File: config.mk
export PLATFORM = sky130hd
export DESIGN_NAME = yonga_can_depacketizer
export DESIGN_NICKNAME = d
export VERILOG_FILES = /design/src/rtl/yonga_can_pkg.sv /design/src/rtl/yonga_can_crc15.sv /design/src/rtl/yonga_can_depacketizer.sv
export SDC_FILE = /design/constraint.sdc
export NUM_CORES = 1
export LEC_CHECK = 0
export ABC_AREA = 1
export CAP_MARGIN = 40
export CORE_AREA = 10 10 175 177
export CTS_CLUSTER_SIZE = 10
export DETAILED_ROUTE_END_ITERATION = 12
export DIE_AREA = 0 0 185 187
export GPL_ROUTABILITY_DRIVEN = 1
export MAX_ROUTING_LAYER = met4
export PLACE_DENSITY = 0.76
export SETUP_SLACK_MARGIN = 0.02
export SYNTH_ARGS = -nofsm -noshare
export SYNTH_HDL_FRONTEND = slang
export SYNTH_SLANG_ARGS = --single-unit
File: constraint.sdc
create_clock -name i_depacketizer_clk -period 15.4 [get_ports i_depacketizer_clk]
set_clock_uncertainty 0.1 [all_clocks]
set_input_delay 3.08 -clock i_depacketizer_clk [delete_from_list [all_inputs] [get_ports i_depacketizer_clk]]
set_output_delay 3.08 -clock i_depacketizer_clk [all_outputs]
set_load 0.02 [all_outputs]
File: src/rtl/yonga_can_pkg.sv
// Shared CAN definitions: receiver state encoding, error codes, field
// lengths and the CRC-15 polynomial used by the packetizer and depacketizer.
package yonga_can_pkg;

  typedef enum logic [3:0] {
    ST_IDLE,
    ST_ARB,
    ST_CTRL,
    ST_DATA,
    ST_CRC,
    ST_CRC_DEL,
    ST_ACK_SLOT,
    ST_ACK_DEL,
    ST_EOF,
    ST_RECOVER
  } state_e;

  typedef enum logic [2:0] {
    STS_NONE  = 3'b000,
    STS_STUFF = 3'b001,
    STS_CRC   = 3'b010,
    STS_FORM  = 3'b011
  } err_code_e;

  localparam logic [14:0] CRC_POLY = 15'h4599;

  localparam int SID_LEN = 11;
  localparam int EID_LEN = 18;
  localparam int DLC_LEN = 4;
  localparam int CRC_LEN = 15;

  // One serial CRC-15 step: feedback is the incoming bit XOR the CRC MSB.
  function automatic logic [14:0] crc15_step(input logic [14:0] crc, input logic din);
    logic fb;
    fb = din ^ crc[14];
    return fb ? ({crc[13:0], 1'b0} ^ CRC_POLY) : {crc[13:0], 1'b0};
  endfunction

  // Payload length in bytes: remote frames carry none, DLC above 8 saturates.
  function automatic logic [3:0] payload_bytes(input logic rtr, input logic [3:0] dlc);
    if (rtr) return 4'd0;
    return (dlc > 4'd8) ? 4'd8 : dlc;
  endfunction

endpackage

File: src/rtl/yonga_can_crc15.sv
// Serial CAN CRC-15 generator/checker with synchronous clear and bit enable.
module yonga_can_crc15
  import yonga_can_pkg::*;
(
  input  logic        i_clk,
  input  logic        i_rst,
  input  logic        i_clr,
  input  logic        i_en,
  input  logic        i_bit,
  output logic [14:0] o_crc
);

  logic [14:0] crc_q;
  logic [14:0] crc_d;

  // Next CRC value: clear wins over a bit update.
  always_comb begin
    // NOTE: default assignment first so no path leaves crc_d unassigned (no latch).
    crc_d = crc_q;
    if (i_clr) begin
      crc_d = '0;
    end else if (i_en) begin
      crc_d = crc15_step(crc_q, i_bit);
    end
  end

  // CRC register.
  always_ff @(posedge i_clk or posedge i_rst) begin
    if (i_rst) begin
      crc_q <= '0;
    end else begin
      // NOTE: sequential state uses non-blocking assignments only.
      crc_q <= crc_d;
    end
  end

  assign o_crc = crc_q;

endmodule

File: src/rtl/yonga_can_depacketizer.sv
// CAN receive depacketizer: destuffs the sampled line, parses standard and
// extended frames, checks CRC/delimiters/stuffing and reports the message
// or an error code. Also flags the ACK slot for the controller.
module yonga_can_depacketizer
  import yonga_can_pkg::*;
#(
  parameter int unsigned EOF_BITS     = 7,
  parameter int unsigned RECOVER_BITS = 11
) (
  input  logic        i_depacketizer_clk,
  input  logic        i_depacketizer_rst,
  input  logic        i_depacketizer_en,
  input  logic        i_sample_pulse,
  input  logic        i_message_bit,
  output logic [10:0] o_rx_sid,
  output logic        o_rx_ide,
  output logic [17:0] o_rx_eid,
  output logic        o_rx_rtr,
  output logic [3:0]  o_rx_dlc,
  output logic [31:0] o_rx_data_reg1,
  output logic [31:0] o_rx_data_reg2,
  output logic        o_rx_valid,
  output logic        o_rx_err,
  output logic [2:0]  o_rx_err_code,
  output logic        o_rx_busy,
  output logic        o_ack_slot
);

  // Bit-counter positions inside the arbitration and control fields.
  localparam logic [5:0] ARB_RTR    = 6'(SID_LEN);                // RTR (std) or SRR (ext)
  localparam logic [5:0] ARB_IDE    = 6'(SID_LEN + 1);
  localparam logic [5:0] ARB_XRTR   = 6'(SID_LEN + 2 + EID_LEN);  // RTR of extended frame
  localparam logic [5:0] CTRL_LAST  = 6'(DLC_LEN);                // r0 at 0, DLC at 1..4
  localparam logic [5:0] CRC_LAST   = 6'(CRC_LEN - 1);
  localparam logic [5:0] EOF_LAST   = 6'(EOF_BITS - 1);
  localparam logic [5:0] RECOV_LAST = 6'(RECOVER_BITS - 1);

  state_e      state_q;
  logic [5:0]  cnt_q;
  logic [2:0]  stuff_cnt_q;
  logic        last_bit_q;
  logic [3:0]  byte_cnt_q;
  logic [3:0]  nbytes_q;
  logic [13:0] shift_q;

  // Shadow fields filled while the frame is parsed.
  logic [10:0] sid_sh_q;
  logic        ide_sh_q;
  logic [17:0] eid_sh_q;
  logic        rtr_sh_q;
  logic [3:0]  dlc_sh_q;
  logic [63:0] data_sh_q;

  // Registered outputs.
  logic [10:0] rx_sid_q;
  logic        rx_ide_q;
  logic [17:0] rx_eid_q;
  logic        rx_rtr_q;
  logic [3:0]  rx_dlc_q;
  logic [63:0] rx_data_q;
  logic        rx_valid_q;
  logic        rx_err_q;
  logic [2:0]  err_code_q;
  logic        ack_slot_q;

  logic        sample;
  logic        stuff_zone;
  logic        is_stuff;
  logic        crc_clr;
  logic        crc_en;
  logic [14:0] crc_val;
  logic [5:0]  byte_base;
  err_code_e   err_det;

  assign sample     = i_depacketizer_en && i_sample_pulse;
  assign stuff_zone = state_q inside {ST_ARB, ST_CTRL, ST_DATA, ST_CRC};
  assign is_stuff   = stuff_zone && (stuff_cnt_q == 3'd5);
  assign byte_base  = {byte_cnt_q[2:0], 3'b000};

  // SOF is dominant and the CRC starts at 0, so clearing on SOF is the same
  // as shifting the SOF bit into a zeroed CRC.
  assign crc_clr = sample && (state_q == ST_IDLE) && !i_message_bit;
  assign crc_en  = sample && !is_stuff && (state_q inside {ST_ARB, ST_CTRL, ST_DATA});

  yonga_can_crc15 u_crc (
    .i_clk (i_depacketizer_clk),
    .i_rst (i_depacketizer_rst),
    .i_clr (crc_clr),
    .i_en  (crc_en),
    .i_bit (i_message_bit),
    .o_crc (crc_val)
  );

  // Error detection for the current sample; a stuff violation masks any
  // field check because a stuff bit never reaches the parser.
  always_comb begin
    err_det = STS_NONE;
    if (is_stuff) begin
      if (i_message_bit == last_bit_q) err_det = STS_STUFF;
    end else begin
      case (state_q)
        ST_CRC: begin
          if ((cnt_q == CRC_LAST) && ({shift_q, i_message_bit} != crc_val)) err_det = STS_CRC;
        end
        ST_CRC_DEL, ST_ACK_DEL, ST_EOF: begin
          if (!i_message_bit) err_det = STS_FORM;
        end
        default: ;
      endcase
    end
  end

  // Receiver FSM: destuffing, field parsing, message commit and recovery.
  always_ff @(posedge i_depacketizer_clk or posedge i_depacketizer_rst) begin
    if (i_depacketizer_rst) begin
      state_q     <= ST_IDLE;
      cnt_q       <= '0;
      stuff_cnt_q <= '0;
      last_bit_q  <= 1'b0;
      byte_cnt_q  <= '0;
      nbytes_q    <= '0;
      shift_q     <= '0;
      sid_sh_q    <= '0;
      ide_sh_q    <= 1'b0;
      eid_sh_q    <= '0;
      rtr_sh_q    <= 1'b0;
      dlc_sh_q    <= '0;
      data_sh_q   <= '0;
      rx_sid_q    <= '0;
      rx_ide_q    <= 1'b0;
      rx_eid_q    <= '0;
      rx_rtr_q    <= 1'b0;
      rx_dlc_q    <= '0;
      rx_data_q   <= '0;
      rx_valid_q  <= 1'b0;
      rx_err_q    <= 1'b0;
      err_code_q  <= '0;
      ack_slot_q  <= 1'b0;
    end else begin
      rx_valid_q <= 1'b0;
      rx_err_q   <= 1'b0;

      if (!i_depacketizer_en) begin
        // Disable wins over a sample in the same cycle; captured fields stay.
        state_q    <= ST_IDLE;
        cnt_q      <= '0;
        ack_slot_q <= 1'b0;
      end else if (i_sample_pulse) begin
        if (err_det != STS_NONE) begin
          rx_err_q   <= 1'b1;
          err_code_q <= err_det;
          ack_slot_q <= 1'b0;
          state_q    <= ST_RECOVER;
          cnt_q      <= '0;
        end else if (is_stuff) begin
          // Legal stuff bit: dropped, starts a new run with its own value.
          stuff_cnt_q <= 3'd1;
          last_bit_q  <= i_message_bit;
        end else begin
          if (stuff_zone) begin
            stuff_cnt_q <= (i_message_bit == last_bit_q) ? stuff_cnt_q + 3'd1 : 3'd1;
            last_bit_q  <= i_message_bit;
          end

          case (state_q)
            ST_IDLE: begin
              if (!i_message_bit) begin
                state_q     <= ST_ARB;
                cnt_q       <= '0;
                stuff_cnt_q <= 3'd1;
                last_bit_q  <= 1'b0;
                shift_q     <= '0;
                sid_sh_q    <= '0;
                ide_sh_q    <= 1'b0;
                eid_sh_q    <= '0;
                rtr_sh_q    <= 1'b0;
                dlc_sh_q    <= '0;
                data_sh_q   <= '0;
              end
            end

            ST_ARB: begin
              cnt_q <= cnt_q + 6'd1;
              if (cnt_q < ARB_RTR) begin
                sid_sh_q <= {sid_sh_q[9:0], i_message_bit};
              end else if (cnt_q == ARB_RTR) begin
                rtr_sh_q <= i_message_bit;   // SRR on extended frames, replaced later
              end else if (cnt_q == ARB_IDE) begin
                ide_sh_q <= i_message_bit;
                if (!i_message_bit) begin
                  state_q <= ST_CTRL;
                  cnt_q   <= '0;
                end
              end else if (cnt_q < ARB_XRTR) begin
                eid_sh_q <= {eid_sh_q[16:0], i_message_bit};
              end else if (cnt_q == ARB_XRTR) begin
                rtr_sh_q <= i_message_bit;
              end else begin
                // r1 of an extended frame.
                state_q <= ST_CTRL;
                cnt_q   <= '0;
              end
            end

            ST_CTRL: begin
              cnt_q <= cnt_q + 6'd1;
              if (cnt_q != '0) dlc_sh_q <= {dlc_sh_q[2:0], i_message_bit};
              if (cnt_q == CTRL_LAST) begin
                nbytes_q   <= payload_bytes(rtr_sh_q, {dlc_sh_q[2:0], i_message_bit});
                byte_cnt_q <= '0;
                cnt_q      <= '0;
                state_q    <= (payload_bytes(rtr_sh_q, {dlc_sh_q[2:0], i_message_bit}) == 4'd0)
                              ? ST_CRC : ST_DATA;
              end
            end

            ST_DATA: begin
              shift_q <= {shift_q[12:0], i_message_bit};
              cnt_q   <= cnt_q + 6'd1;
              if (cnt_q == 6'd7) begin
                data_sh_q[byte_base +: 8] <= {shift_q[6:0], i_message_bit};
                byte_cnt_q <= byte_cnt_q + 4'd1;
                cnt_q      <= '0;
                if (byte_cnt_q + 4'd1 == nbytes_q) state_q <= ST_CRC;
              end
            end

            ST_CRC: begin
              shift_q <= {shift_q[12:0], i_message_bit};
              cnt_q   <= cnt_q + 6'd1;
              if (cnt_q == CRC_LAST) begin
                state_q <= ST_CRC_DEL;
                cnt_q   <= '0;
              end
            end

            ST_CRC_DEL: begin
              state_q    <= ST_ACK_SLOT;
              ack_slot_q <= 1'b1;
            end

            ST_ACK_SLOT: begin
              // Line value is whatever the acknowledger drives; not checked.
              state_q    <= ST_ACK_DEL;
              ack_slot_q <= 1'b0;
            end

            ST_ACK_DEL: begin
              state_q <= ST_EOF;
              cnt_q   <= '0;
            end

            ST_EOF: begin
              if (cnt_q == EOF_LAST) begin
                rx_sid_q   <= sid_sh_q;
                rx_ide_q   <= ide_sh_q;
                rx_eid_q   <= eid_sh_q;
                rx_rtr_q   <= rtr_sh_q;
                rx_dlc_q   <= dlc_sh_q;
                rx_data_q  <= data_sh_q;
                rx_valid_q <= 1'b1;
                state_q    <= ST_IDLE;
                cnt_q      <= '0;
              end else begin
                cnt_q <= cnt_q + 6'd1;
              end
            end

            ST_RECOVER: begin
              if (!i_message_bit) begin
                cnt_q <= '0;
              end else if (cnt_q == RECOV_LAST) begin
                state_q <= ST_IDLE;
                cnt_q   <= '0;
              end else begin
                cnt_q <= cnt_q + 6'd1;
              end
            end

            default: begin
              state_q <= ST_IDLE;
              cnt_q   <= '0;
            end
          endcase
        end
      end
    end
  end

  assign o_rx_sid       = rx_sid_q;
  assign o_rx_ide       = rx_ide_q;
  assign o_rx_eid       = rx_eid_q;
  assign o_rx_rtr       = rx_rtr_q;
  assign o_rx_dlc       = rx_dlc_q;
  assign o_rx_data_reg1 = rx_data_q[31:0];
  assign o_rx_data_reg2 = rx_data_q[63:32];
  assign o_rx_valid     = rx_valid_q;
  assign o_rx_err       = rx_err_q;
  assign o_rx_err_code  = err_code_q;
  assign o_rx_busy      = (state_q != ST_IDLE);
  assign o_ack_slot     = ack_slot_q;

endmodule

=== Word level (Yosys, flattened, before mapping) ===
Cells that the tools add are included.

* Output and inout bits: 106
* Word-level logic and storage cells: 245
* Register bits: 255
* Bits of input ports: 5

* Muxes and demuxes: 117
* Reductions and logical operators: 40
* $lt $le $gt $ge: 3
* Equal/unequal tests: 51
* Bitwise operators: 4
* Add/sub/neg operators: 4
* Shift operators: 2

{| class="wikitable"
|+ Operators by type and width
! kind !! count
|-
| $mux W64 || 2
|-
| $pmux W64 S2 || 1
|-
| $mux W4 || 31
|-
| $mux W6 || 17
|-
| $mux W18 || 5
|-
| $bwmux W64 || 1
|-
| $shift A8 B8 Y64 const A || 1
|-
| $shiftx A8 B8 Y64 || 1
|-
| $pmux W6 S8 || 1
|-
| $mux W15 || 3
|-
| $pmux W4 S10 || 1
|-
| $pmux W18 S2 || 1
|-
| $mux W1 || 34
|-
| $pmux W14 S2 || 1
|-
| $reduce_and A7 Y1 || 4
|-
| $eq A6 B4 Y1 const B || 4
|-
| $mux W11 || 2
|-
| $pmux W11 S2 || 1
|-
| $mux W3 || 7
|-
| $ne A4 B4 Y1 const B || 5
|-
| $reduce_and A10 Y1 || 2
|-
| $eq A6 B3 Y1 const B || 3
|-
| $reduce_and A6 Y1 || 3
|-
| $eq A4 B3 Y1 const B || 4
|-
| 45 further kinds || 86
|}

=== Longest topological paths before layout ===
* Depth after elaboration: 24
* Depth in mapped cells: 15
* Depth with buffers taken out: 14

=== By module ===
A second synthesis with hierarchy kept.

* Cells, all modules: 1488
* Area, all modules: 11876.4 um^2

{| class="wikitable"
|+ By module, submodules not included
! module !! seq. area each (um^2) !! cells each !! instances !! area an instance (um^2)
|-
| yonga_can_depacketizer || 5980.7 || 1403 || 1 || 11164.5
|-
| yonga_can_crc15 || 375.4 || 85 || 1 || 711.9
|}

=== Least setup slack after synthesis ===
OpenSTA, ideal clock, no wires.

* Path kind: input -> register
* Start point: in i_message_bit
* End point: reg data_sh_q[11]
* Cell stages on the path: 10
* Path slack: 10869 ps
* Arrival: 4307 ps
* Required time: 15177 ps
* Buffers on the path: 3
* Library setup time: 123 ps
* Cells stage by stage: buf_2 -> inv_1 -> o21ai_2 -> o21ai_2 -> inv_4 -> nand4_2 -> buf_4 -> buf_4 -> o21ai_0 -> nand2_1

* Cells in the longest elaborated chain, start to end: 8
* Elaborated cells on any way between the ends: 16

{| class="wikitable"
|+ Ends and longest elaborated chain
! item !! line !! RTL
|-
| start, declared || yonga_can_depacketizer.sv:14 || <nowiki>input logic i_message_bit,</nowiki>
|-
| $ne A15 B15 Y1 || yonga_can_depacketizer.sv:103 || <nowiki>if ((cnt_q == CRC_LAST) && ({shift_q, i_message_bit} != crc_val)) err_det = STS_CRC;</nowiki>
|-
| $logic_and A1 B1 Y1 || yonga_can_depacketizer.sv:103 ||
|-
| $mux W2 || yonga_can_depacketizer.sv:103 ||
|-
| $pmux W2 S2 || yonga_can_depacketizer.sv:101 || <nowiki>case (state_q)</nowiki>
|-
| $mux W3 || yonga_can_depacketizer.sv:98 || <nowiki>if (is_stuff) begin</nowiki>
|-
| $reduce_bool A3 Y1 || yonga_can_depacketizer.sv:149 || <nowiki>if (err_det != STS_NONE) begin</nowiki>
|-
| $not A1 Y1 (no line) || -- ||
|-
| $reduce_and A7 Y1 (no line) || -- ||
|-
| end signal, assigned by index || yonga_can_depacketizer.sv:221 || <nowiki>data_sh_q[byte_base +: 8] <= {shift_q[6:0], i_message_bit};</nowiki>
|-
| end, declared || yonga_can_depacketizer.sv:52 || <nowiki>logic [63:0] data_sh_q;</nowiki>
|}

Several ways; a longest one is shown, not always the timed one. The select of a mux whose other input is x is not followed.
A chain may end at the register's enable or synchronous reset.

=== Worst setup path in the final report ===
* Start point: in i_message_bit
* End point: reg data_sh_q[32]

The elaborated chain is that of the path after synthesis.

==> impl_metrics.yaml <==
synth:
  ys_seq_area_frac: 0.530
  synth_top_area_frac: 0.530
  synth_area_um2: 12000
  synth_edf_count: 0
  synth_area_leaders: "dfrtp_1 (53%), nand2_1 (20%), nand3_1 (5.1%)"
  synth-async-reset-ratio: 1.00
  syn_area_per_cell_um2: 7.86
  syn_nets: 1540
  syn_inst: 1525
  yosysWarningCount: 0
  synth_flop_cell: "dfrtp_1"
  yosysUniqueCellTypes: 47
  yosys.area.top_type: "dfrtp_1"
  ys_ff_latch: 254
worst_setup_path:
  cp_num_buf_inv: 5
  endpoint_kind: "flip-flop"
  cpMostUsedCell: "nand2_1"
  start_kind: "input pin"
  crit_family: "buffers and inverters"
  required_ns: 15.72
  cpPeakStageDelay_ns: 0.70
  arrival_ns: 6.23
  critical_path.slowest_cell: "inv_2"
  cp_max_fo: 58
  setup.worst_path.class: "input pin to flip-flop"
  crit_chain: "clkdlybuf4s50_1, buf_4, nand2_1, inv_1, nor2_1, nor2_1, nand2_1, nor2_1, nand2_1, nand2_2, nand4_2, buf_4, inv_2, nand2_1, nand2_1, nand2_1"
layout:
  final_area_um2: 14200
  final_nets: 1634
  layout_common_cells: "nand2_1 (653), dfrtp_1 (254), nand3_1 (121), o21ai_0 (109), clkdlybuf4s50_1 (109)"
  layout_commonest_cell: "nand2_1"
  n_fill_cell: 2592
  drive_gt1_frac: 0.0542
  final_cells: 1969
  antenna_cells: 0
  syn2layout_area_growth_pct: 18.1
grt:
  grt_pass1_vias: 9817
  grt_use_total: 0.178
  grt_max_degree: 102
  overflow: 0
  grt_pass1_wl_um: 50600
  antenna_found_initial: 0
floorplan:
  die-area_um2: 34600
  dieHeight_um: 187
  ioPinCount: 111
  num_rows: 61
  die_w_um: 185
  initial_core_util: 0.439
  core_um2: 27300
outcome:
  status: "completed"
timing:
  slew_viol_final: 0
  period_needed_ns: 5.91
  finalCritPeriodShare: 0.384
  hold_viol: 0
  fmax_mhz: 169
  relSlewSlack: 0.433
  setup_tns_ns: 0
  tightest_slew_ns: 0.850
  finalSetupViolations: 0
  rsz0062_at_grt: "no"
route:
  postRouteAntennaNets: 0
  wirelength_um: 30300
  drt-initial-drc-count: 992
  wire_per_inst_um: 15.4
  drcViolationCount: 0
  firstDrtPassIters: 5
  vias: 10300
  viasPerCell: 5.21
clock_network:
  clock_latency_ns: 0.54
  postCtsResizedCells: 0
  hold_buffers: 0
  tritoncts: "done"
  cts_setup_buffers: 0
  cts_sinks: 254
  ctsLongestPathBuffers: 3
  numCtsBuffers: 29
  cts.htree.levels: 1
  root_buffer: "clkbuf_16"
  clk_pin_slew_ns: 0.05
place:
  post-place-cells: 1934
  port_buffers: 109
  hpwl_um: 21500
  place.gp.congestion: 0.899
  place_area_um2: 13400
pwr:
  switching_share: 0.329
  p_per_area_nw_per_um2: 122
  power_mw: 1.73
  p_sw_uw: 570
  clockPowerShare: 0.335
  leakage_nw: 7.14
  p_comb_frac: 0.234
  ir_drop_v: 0.0000878
  p_int_mw: 1.16
  seqPwrFrac: 0.430
run:
  cap_violations: 0
min_path:
  hp-class: "flip-flop to flip-flop"
-- state kept, by name (all words and copies together), names as in the netlist, 2 cells and up --
signal	flops
o_rx_sid	11
stuff_cnt_q	3
o_rx_dlc	4
sid_sh_q	11
u_crc.o_crc	15
eid_sh_q	18
state_q	4
shift_q	14
rx_data_q	64
dlc_sh_q	4
o_rx_err_code	2
nbytes_q	4
cnt_q	6
byte_cnt_q	4
o_rx_eid	18
data_sh_q	64
-- power groups by stage --
| stage | logic [mW] | clock network [mW] | registers, mW |
|---|---|---|---|
| floorplan | 0.310 | 0 | 0.748 |
| global placement | 0.395 | 0 | 0.753 |
| detailed placement | 0.401 | 0 | 0.755 |
| CTS | 0.404 | 0.596 | 0.744 |
| global route | 0.457 | 0.626 | 0.750 |
| finish | 0.406 | 0.580 | 0.745 |
-- worst paths after layout --
kind | endpoint | start | cells after the start | slack [ns]
worst max-delay path | data_sh_q[32]$_DFFE_PP0P_ | i_message_bit | 16 | 9.49
worst min-delay path | rx_data_q[56]$_DFFE_PP0P_ | rx_data_q[56]$_DFFE_PP0P_ | 2 | 0.36
worst max register to register | data_sh_q[32]$_DFFE_PP0P_ | state_q[3]$_DFFE_PP0P_ | 11 | 12.00
worst min register to register | rx_data_q[56]$_DFFE_PP0P_ | rx_data_q[56]$_DFFE_PP0P_ | 2 | 0.36
max in group asynchronous | data_sh_q[62]$_DFFE_PP0P_ | i_depacketizer_rst | 4 | 11.10
min in group asynchronous | rx_data_q[13]$_DFFE_PP0P_ | i_depacketizer_rst | 2 | 2.97
-- through the flow --
stage | hold WS (ns) | util | worst slack (ns)
6_report | 0.365 | 0.518 | 9.49
5_1_grt | 0.387 | 0.518 | 9.15
4_1_cts | 0.370 | 0.518 | 9.51
3_5_place_dp | 0.357 | 0.490 | 8.95
3_3_place_gp | 0.355 | 0.485 | 9.07
2_1_floorplan | 0.342 | - | 5.23
-- worst register-to-register path: cells and delay by family, from the launching register on --
kind                   cells  cell delay (ns)
and+or+nand+nor            7             1.51
buffers and inverters      3             1.11
DFF                        1             0.43
AOI/OAI and AO/OA          1             0.14
-- area by class of cell --
class                      count  area (um2)  share of cell area
tap                          346         433              0.0306
timing repair buffer         122        1260              0.0891
inverter                      90         350              0.0248
clock buffer                  34         754              0.0533
clock inverter                 1        8.76            0.000619
sequential                   254        6360               0.449
multi-input combinational   1122        4990               0.353
-- per-layer routing --
| metal | wire [um] | part of all wire | vias up | track usage |
|---|---|---|---|---|
| li1 | - | - | 5033 | - |
| met1 | 14400 | 0.47 | 4910 | 0.244 |
| met2 | 13700 | 0.45 | 275 | 0.271 |
| met3 | 1760 | 0.058 | 44 | 0.0284 |
| met4 | 497 | 0.016 | 0 | 0.0400 |
| met5 | 0 | 0 | - | - |
-- Yosys cell counts (3+ instances only) --
| cell type | number |
|---|---|
| nand2_2 | 4 |
| ha_1 | 10 |
| nand4_1 | 6 |
| o22ai_1 | 12 |
| nand3_1 | 121 |
| o21ai_0 | 109 |
| clkbuf_1 | 18 |
| xnor2_1 | 6 |
| nor3_2 | 3 |
| buf_4 | 7 |
| nand2_1 | 653 |
| nand2_4 | 4 |
| inv_1 | 75 |
| a21oi_1 | 9 |
| nor2_1 | 104 |
| dfrtp_1 | 254 |
| nor2_2 | 6 |
| buf_2 | 29 |
| o21ai_1 | 31 |
| nand3b_1 | 5 |
| inv_2 | 12 |
| nor3_1 | 7 |
| xor2_1 | 7 |
-- logic make-up (layout without fill, tap and decap cells) --
logic type / after synthesis / count (layout) / synth area share
adders and majority gates: 10 / 10 / 0.0104
other: 1 / 1 / 0.000313
DFF: 254 / 254 / 0.530
xor gates and xnor gates: 13 / 13 / 0.00950
buffers and inverters: 149 / 247 / 0.0537
AOI/OAI and AO/OA: 174 / 174 / 0.0771
and+or+nand+nor: 924 / 924 / 0.319
(Power assumes the default switching activity.)
